`config.mk`:
```
export PLATFORM = sky130hd
export DESIGN_NAME = lz_normalizer_flat
export DESIGN_NICKNAME = d
export VERILOG_FILES = /design/src/rtl/lz_normalizer_if.sv /design/src/rtl/lz_normalizer.sv /design/src/flat_wrapper.sv
export SDC_FILE = /design/constraint.sdc
export NUM_CORES = 1
export LEC_CHECK = 0
export CELL_PAD_IN_SITES_DETAIL_PLACEMENT = 2
export CELL_PAD_IN_SITES_GLOBAL_PLACEMENT = 2
export CORE_ASPECT_RATIO = 1.2
export CORE_UTILIZATION = 38
export DETAILED_ROUTE_END_ITERATION = 10
export GPL_ROUTABILITY_DRIVEN = 0
export GPL_TIMING_DRIVEN = 1
export PLACE_DENSITY_LB_ADDON = 0.1
export SKIP_CTS_REPAIR_TIMING = 1
export SYNTH_ARGS = -nofsm -noshare
export SYNTH_HDL_FRONTEND = slang
export SYNTH_SLANG_ARGS = --single-unit
```
`constraint.sdc`:
```
create_clock -name clk -period 12.8 [get_ports clk]
set_input_delay 1.92 -clock clk [delete_from_list [all_inputs] [get_ports clk]]
set_output_delay 1.92 -clock clk [all_outputs]
set_load 0.05 [all_outputs]
```
`src/rtl/lz_normalizer_if.sv`:
```
// Request/response bundle for the iterative leading-zero normalizer.
// The master issues requests and consumes results; the slave is the unit.
interface lz_normalizer_if #(
    parameter int XLEN = 32
);
    localparam int CW = $clog2(XLEN) + 1;

    logic            in_valid;
    logic            in_ready;
    logic            in_op;
    logic [XLEN-1:0] in_data;
    logic [CW-1:0]   in_count;
    logic            out_valid;
    logic            out_ready;
    logic [XLEN-1:0] out_data;
    logic [CW-1:0]   out_count;
    logic            out_zero;

    modport master (
        output in_valid, in_op, in_data, in_count, out_ready,
        input  in_ready, out_valid, out_data, out_count, out_zero
    );

    modport slave (
        input  in_valid, in_op, in_data, in_count, out_ready,
        output in_ready, out_valid, out_data, out_count, out_zero
    );
endinterface

```
`src/rtl/lz_normalizer.sv`:
```
// Iterative NORM (left-justify + leading-zero count) / DENORM (logical right
// shift by count), one count bit per cycle, MSB first, fixed L+1 cycle latency.
module lz_normalizer #(
    parameter int XLEN = 32
) (
    input logic             clk,
    input logic             rst,
    lz_normalizer_if.slave  bus
);
    localparam int L  = $clog2(XLEN);
    localparam int CW = L + 1;
    localparam int KW = $clog2(L);

    typedef enum logic [1:0] {IDLE, RUN, DONE} state_t;

    state_t          state_q;
    logic            op_q;
    logic [XLEN-1:0] work_q;
    logic [CW-1:0]   cnt_q;
    logic [L-1:0]    acc_q;
    logic [KW-1:0]   k_q;
    logic            out_valid_q;
    logic [XLEN-1:0] out_data_q;
    logic [CW-1:0]   out_count_q;
    logic            out_zero_q;

    logic [CW-1:0]   shamt;
    logic [XLEN-1:0] ones;
    logic [XLEN-1:0] top_mask;
    logic [XLEN-1:0] work_d;
    logic [L-1:0]    acc_d;
    logic [XLEN-1:0] final_data;
    logic [CW-1:0]   final_count;

    always_comb begin
        shamt    = CW'(1) << k_q;
        ones     = '1;
        top_mask = ~(ones >> shamt);
        work_d   = work_q;
        acc_d    = acc_q;
        if (!op_q) begin
            if ((work_q & top_mask) == '0) begin
                work_d = work_q << shamt;
                acc_d  = acc_q | (L'(1) << k_q);
            end
        end else if (cnt_q[k_q]) begin
            work_d = work_q >> shamt;
        end
        // A zero NORM operand sets every accumulator bit; report XLEN instead.
        // DENORM counts >= XLEN flush regardless of the low count bits.
        final_data = (op_q && cnt_q[CW-1]) ? '0 : work_d;
        if (op_q)
            final_count = cnt_q;
        else if (work_d == '0)
            final_count = CW'(XLEN);
        else
            final_count = {1'b0, acc_d};
    end

    always_ff @(posedge clk or posedge rst) begin
        if (rst) begin
            state_q     <= IDLE;
            op_q        <= 1'b0;
            work_q      <= '0;
            cnt_q       <= '0;
            acc_q       <= '0;
            k_q         <= '0;
            out_valid_q <= 1'b0;
            out_data_q  <= '0;
            out_count_q <= '0;
            out_zero_q  <= 1'b0;
        end else begin
            case (state_q)
                IDLE: begin
                    if (bus.in_valid) begin
                        op_q    <= bus.in_op;
                        work_q  <= bus.in_data;
                        cnt_q   <= bus.in_count;
                        acc_q   <= '0;
                        k_q     <= KW'(L - 1);
                        state_q <= RUN;
                    end
                end
                RUN: begin
                    work_q <= work_d;
                    acc_q  <= acc_d;
                    if (k_q == '0) begin
                        state_q     <= DONE;
                        out_valid_q <= 1'b1;
                        out_data_q  <= final_data;
                        out_count_q <= final_count;
                        out_zero_q  <= (final_data == '0);
                    end else begin
                        k_q <= k_q - KW'(1);
                    end
                end
                DONE: begin
                    if (bus.out_ready) begin
                        out_valid_q <= 1'b0;
                        state_q     <= IDLE;
                    end
                end
                default: state_q <= IDLE;
            endcase
        end
    end

    assign bus.in_ready  = (state_q == IDLE);
    assign bus.out_valid = out_valid_q;
    assign bus.out_data  = out_data_q;
    assign bus.out_count = out_count_q;
    assign bus.out_zero  = out_zero_q;
endmodule
```
`src/flat_wrapper.sv`:
```
// flat-port wrapper written by rule: the top's interface ports become plain ports
module lz_normalizer_flat 
#(
    parameter int XLEN = 32
)
  (clk, rst, bus_in_valid, bus_in_op, bus_in_data, bus_in_count, bus_out_ready, bus_in_ready, bus_out_valid, bus_out_data, bus_out_count, bus_out_zero);
  lz_normalizer_if #(.XLEN(XLEN)) bus_i ();
  input logic clk;
  input logic rst;
  input wire logic [$bits(bus_i.in_valid)-1:0] bus_in_valid;
  input wire logic [$bits(bus_i.in_op)-1:0] bus_in_op;
  input wire logic [$bits(bus_i.in_data)-1:0] bus_in_data;
  input wire logic [$bits(bus_i.in_count)-1:0] bus_in_count;
  input wire logic [$bits(bus_i.out_ready)-1:0] bus_out_ready;
  output wire logic [$bits(bus_i.in_ready)-1:0] bus_in_ready;
  output wire logic [$bits(bus_i.out_valid)-1:0] bus_out_valid;
  output wire logic [$bits(bus_i.out_data)-1:0] bus_out_data;
  output wire logic [$bits(bus_i.out_count)-1:0] bus_out_count;
  output wire logic [$bits(bus_i.out_zero)-1:0] bus_out_zero;
  assign bus_i.in_valid = bus_in_valid;
  assign bus_i.in_op = bus_in_op;
  assign bus_i.in_data = bus_in_data;
  assign bus_i.in_count = bus_in_count;
  assign bus_i.out_ready = bus_out_ready;
  assign bus_in_ready = bus_i.in_ready;
  assign bus_out_valid = bus_i.out_valid;
  assign bus_out_data = bus_i.out_data;
  assign bus_out_count = bus_i.out_count;
  assign bus_out_zero = bus_i.out_zero;
  lz_normalizer #(.XLEN(XLEN)) u_core (.clk(clk), .rst(rst), .bus(bus_i));
endmodule
```
==> results of run 1 <==
[cells in the mapped netlist, types with 13 or more instances]
| master | count | area [µm²] |
|---|---|---|
| nand2_1 | 75 | 281.5 |
| nand3_1 | 17 | 85.08 |
| a221o_1 | 13 | 130.1 |
| o31ai_1 | 18 | 135.1 |
| a22oi_1 | 34 | 255.2 |
| a22o_1 | 14 | 122.6 |
| nor3_1 | 30 | 150.1 |
| a21oi_1 | 53 | 265.3 |
| o221ai_1 | 16 | 140.1 |
| o21ai_0 | 80 | 400.4 |
| buf_2 | 19 | 95.09 |
| inv_1 | 18 | 67.56 |
| dfrtp_1 | 89 | 2227 |
| a221oi_1 | 13 | 113.9 |
| nand2b_1 | 15 | 93.84 |
| nor2_1 | 80 | 300.3 |
| a211oi_1 | 13 | 97.59 |
| o22ai_1 | 55 | 344.1 |
| mux2_2 | 47 | 529.3 |
| nor4_1 | 17 | 106.4 |
| clkbuf_1 | 95 | 356.6 |
| nor2b_1 | 13 | 81.33 |
| mux4_2 | 14 | 315.3 |
| mux2i_1 | 27 | 270.3 |
[layout make-up]
class                      count  area [µm²]  share of cell area, %
inverter                      20       76.32                 0.7731
multi-input combinational    827        5869                  59.46
tap                          279       349.1                  3.536
clock buffer                   9       225.2                  2.281
clock inverter                 6       90.09                 0.9125
sequential                    89        2228                  22.57
timing repair buffer         110        1033                  10.47
[logic make-up after synthesis]
kind of cell / after synthesis / share of synthesized area (%)
AO/OA/AOI/OAI: 411 / 33.74
AND/OR/NAND/NOR: 316 / 19.14
buffers and inverters: 144 / 6.823
multiplexers: 91 / 13.27
flip-flops: 89 / 25.73
adder cells (fa/ha/maj): 9 / 1.301
[worst max-delay path: cells and delay by family, from the launching register on]
kind | cells | cell delay [ns]
buf+inv | 3 | 1.22
fa+ha+maj | 1 | 0.61
simple gates | 6 | 1.69
flops | 1 | 0.48
compound gates | 3 | 1.39
[routing by layer]
| layer | global-route usage (%) | vias up | share of wire [%] |
|---|---|---|---|
| met3 | 6.691 | 201 | 8.4 |
| met5 | 0 | - | 0 |
| li1 | - | 4128 | - |
| met2 | 63.67 | 660 | 45 |
| met4 | 23.65 | 0 | 6.7 |
| met1 | 51.08 | 5146 | 40 |
[state kept, by name, summed over array words and instances, names as in the netlist]
signal,flops
u_core.bus.out_data,32
u_core.work_q,32
u_core.bus.out_count,6
u_core.cnt_q,6
u_core.acc_q,5
u_core.k_q,3
u_core.state_q,2
u_core.bus.out_valid,1
u_core.bus.out_zero,1
u_core.op_q,1
[final timing paths]
kind | to | slack (ns) | depth (start not counted)
worst max-delay path | u_core.bus.out_count[0] | 7.22 | 13
worst min-delay path | u_core.bus.out_data[9] | 0.50 | 1
worst max register to register | u_core.bus.out_count[0] | 7.22 | 13
worst min register to register | u_core.bus.out_data[9] | 0.50 | 1
max in group asynchronous | u_core.work_q[14] | 9.71 | 3
min in group asynchronous | u_core.bus.out_data[29] | 1.99 | 2
[metrics by stage]
stage | hold slack, ns | instances | util, % | setup WS, ns | cell area (µm²)
floorplan | 0.4633 | 1060 | - | 8.573 | 8656
global placement | 0.4688 | 1325 | 42.72 | 7.565 | 9557
detailed placement | 0.4734 | 1325 | 42.72 | 7.352 | 9557
CTS | 0.5041 | 1340 | 44.13 | 7.305 | 9872
global route | 0.5166 | 1340 | 44.13 | 6.951 | 9872
finish | 0.4986 | 1340 | 44.13 | 7.220 | 9872
==> results.yml, run 1 <==
status:
  outcome: "finished clean"
cells_and_area:
  fillCellCount: 2515
  drive_above_1_share_pct: 12.54
  nNetsFinal: 1109
  syn2layout_area_growth_pct: 14.05
  most-common-layout-cells: "dfrtp_1 (88), clkdlybuf4s50_1 (83), o21ai_0 (80)"
  n_antenna_cell: 0
  mostFrequentLayoutCell: "dfrtp_1"
logic_synthesis:
  mappedNetlistArea_um2: 8656
  ys_types: 86
  yosys_warnings: 0
  synthCells: 1060
  ys_ff_latch: 89
  avgSynthCellArea_um2: 8.166
  synth_ff_type: "dfrtp_1"
  synth-edff-count: 0
  synth_fp_nets: 1112
  synth_seq_area_share_pct: 25.73
  synthArstFlopShare_pct: 100.0
drt:
  detail-route-antenna-nets: 0
  via_count: 10135
  wl_per_cell_um: 34.95
  vias_per_cell: 7.563
  initialDrtViolationCount: 1094
  dr.pass1.iters: 5
  drc_errors: 0
  wirelength_um: 46840
cts:
  cts_tree: "done"
  clk_pin_slew_ns: 0.07
  cts_buffers: 9
  cts.htree.levels: 3
  clock-sinks: 89
  cts_buffer_depth: 2
  insertion_delay_ns: 0.35
  root_buffer: "clkbuf_16"
timing:
  tightest_slew_ns: 1.360
  slew_viol_final: 0
  grt_setup_unrepaired: "no"
  hold_viol: 0
  setup_tns_ns: 0
  finalSetupViolations: 0
  min_period_ns: 5.580
  max_freq_mhz: 179.2
  fin_worst_skew_ns: 0.01154
  finalCritPeriodShare_pct: 43.60
  slew_headroom_pct: 9.125
setup_path:
  crit_fanout: 64
  cp_slowest_cell: "a221oi_1"
  max_stage_delay_ns: 0.95
  worstSetupEndpointType: "flip-flop"
  crit_type: "flip-flop to flip-flop"
  cp.required_ns: 13.01
  cp_cell_sequence: "inv_1 -> ha_4 -> buf_4 -> or4b_1 -> buf_4 -> nor2_1 -> nor4_1 -> a22oi_1 -> nor2_1 -> a221oi_1 -> nand4bb_1 -> nor4_4 -> o31ai_1"
  reg2reg_from: "u_core.k_q[1]"
  crit_start: "u_core.k_q[1]"
  setup.worst_path.start_class: "flip-flop"
  arrival_ns: 5.79
worst_hold_path:
  hold_class: "flip-flop to flip-flop"
  worstHoldStart: "u_core.bus.out_data[9]"
die:
  die_w_um: 139.8
  design.die.area_um2: 23390
  core_um2: 22370
  num_rows: 60
  die_h_um: 167.3
  pin_count: 84
  start_util_pct: 38.69
global_routing:
  overflow: 0
  grt_usage_pct: 40.05
  antenna_found_initial: 0
  grt_pass1_vias: 10493
  grt_pass1_wl_um: 69930
  grt_max_degree: 65
place:
  port_buffers: 83
  hpwlAfterDp_um: 32490
run:
  cap_violations: 0
Power of run 1 is left out: the tool's default activity adds up to more than one toggle a clock period on the data nets, which glitch-free logic cannot reach.
==> inputs of run 2 (changes only) <==
--- a/config.mk
+++ b/config.mk
@@ -8,7 +8,7 @@
 export CELL_PAD_IN_SITES_DETAIL_PLACEMENT = 2
 export CELL_PAD_IN_SITES_GLOBAL_PLACEMENT = 2
 export CORE_ASPECT_RATIO = 1.2
-export CORE_UTILIZATION = 38
+export CORE_UTILIZATION = 32
 export DETAILED_ROUTE_END_ITERATION = 10
 export GPL_ROUTABILITY_DRIVEN = 0
 export GPL_TIMING_DRIVEN = 1
==> constraint.sdc (replaced) <==
create_clock -name clk -period 4.8 [get_ports clk]
set_input_delay 0.72 -clock clk [delete_from_list [all_inputs] [get_ports clk]]
set_output_delay 0.72 -clock clk [all_outputs]
set_load 0.05 [all_outputs]
==> run 2 against run 1 <==
Die area up 18%; first-iteration DRC count down 29%; non-clock buffer count up 66; final cell count up 9.2%.
==> results.yml, run 2 (synthesis gave the netlist of run 1 again) <==
setup_path:
  worstSetupEndpointType: "flip-flop"
  crit_fanout: 27
  cp.required_ns: 5.02
  setup.worst_path.start_class: "flip-flop"
  arrival_ns: 4.78
  crit_type: "flip-flop to flip-flop"
timing:
  finalCritPeriodShare_pct: 95.01
  max_freq_mhz: 219.3
  min_period_ns: 4.561
  fin_worst_skew_ns: 0.007489
  finalSetupViolations: 0
  grt_setup_unrepaired: "no"
  hold_viol: 0
  tightest_slew_ns: 1.286
  slew_viol_final: 0
  setup_tns_ns: 0
  slew_headroom_pct: 14.20
run:
  cap_violations: 0
die:
  start_util_pct: 32.75
  die_w_um: 152.1
  core_um2: 26430
  pin_count: 84
  num_rows: 65
  design.die.area_um2: 27710
  die_h_um: 182.2
global_routing:
  grt_usage_pct: 35.69
  grt_pass1_vias: 10747
  grt_pass1_wl_um: 73230
  antenna_found_initial: 0
  grt_max_degree: 71
  overflow: 0
worst_hold_path:
  hold_class: "flip-flop to flip-flop"
drt:
  vias_per_cell: 7.014
  drc_errors: 0
  via_count: 10262
  detail-route-antenna-nets: 0
  dr.pass1.iters: 5
  wl_per_cell_um: 33.81
  wirelength_um: 49470
  initialDrtViolationCount: 781
place:
  hpwlAfterDp_um: 36650
  place_area_um2: 10150
  port_buffers: 83
cells_and_area:
  n_antenna_cell: 0
  final_area_um2: 10500
  fillCellCount: 2982
  nNetsFinal: 1175
  final_util_pct: 39.71
  drive_above_1_share_pct: 17.55
  most-common-layout-cells: "buf_4 (89), dfrtp_1 (88), clkdlybuf4s50_1 (83)"
  syn2layout_area_growth_pct: 21.25
  mostFrequentLayoutCell: "buf_4"
cts:
  cts_tree: "done"
  cts_buffer_depth: 2
  clk_pin_slew_ns: 0.07
  clock-sinks: 89
  root_buffer: "clkbuf_16"
  cts.htree.levels: 3
  insertion_delay_ns: 0.35
  cts_buffers: 9
status:
  outcome: "finished clean"
## run 2: changes by cell type in the layout (fill, tap and decap cells not counted), moves of 2 or more
cell / change
buf_12: +4
clkbuf_1: +2
inv_6: -2
clkinv_2: -2
buf_4: +62
nor3b_1: +2
nor3b_2: -2
## run 2: routing by layer
layer	up-vias	global-route usage (%)	wire length, µm
met4	0	24.78	3714
met3	176	5.058	3255
met5	-	0	0
met1	5305	44.89	20260
met2	510	56.68	22230
li1	4271	-	-
## run 2: stage by stage
step | hold slack (ns) | instances | worst slack (ns)
2_1_floorplan | 0.4633 | 1060 | 0.6833
3_3_place_gp | 0.4674 | 1445 | 0.1878
3_5_place_dp | 0.4756 | 1445 | 0.07305
4_1_cts | 0.4909 | 1461 | 0.03009
5_1_grt | 0.5069 | 1463 | 0.01187
6_report | 0.4882 | 1463 | 0.2393
## run 2: final cells by class
type	count	area [µm²]	area share [%]
clock buffers	12	246.5	2.349
inverters	20	77.57	0.7391
clock inverters	4	76.32	0.7272
well taps	335	419.2	3.994
multi-input cells	827	5868	55.91
flip-flops and latches	89	2228	21.23
repair buffers	176	1579	15.05
## run 2: worst paths after layout
check,from,endpoint,slack (ns),cells after the start
min in group asynchronous,rst,u_core.bus.out_data[3],0.92,2
max in group asynchronous,rst,u_core.bus.out_data[14],3.07,3
worst max register to register,u_core.k_q[1],u_core.bus.out_count[3],0.24,12
worst min register to register,u_core.bus.out_data[9],u_core.bus.out_data[9],0.49,1
worst min-delay path,u_core.bus.out_data[9],u_core.bus.out_data[9],0.49,1
worst max-delay path,u_core.k_q[1],u_core.bus.out_count[3],0.24,12
## run 2: worst max-delay path, stage by stage (launching register included)
cell and delay, ns:
dfrtp_1 0.48, inv_1 0.20, ha_4 0.32, mux2_2 0.45, a32o_2 0.32, or4_4 0.66
o311ai_1 0.29, o311a_1 0.41, nor4b_1 0.45, nand4b_1 0.25, nor4_4 0.28, buf_4 0.21
o31ai_1 0.10
Power of run 2 is left out for the same reason.
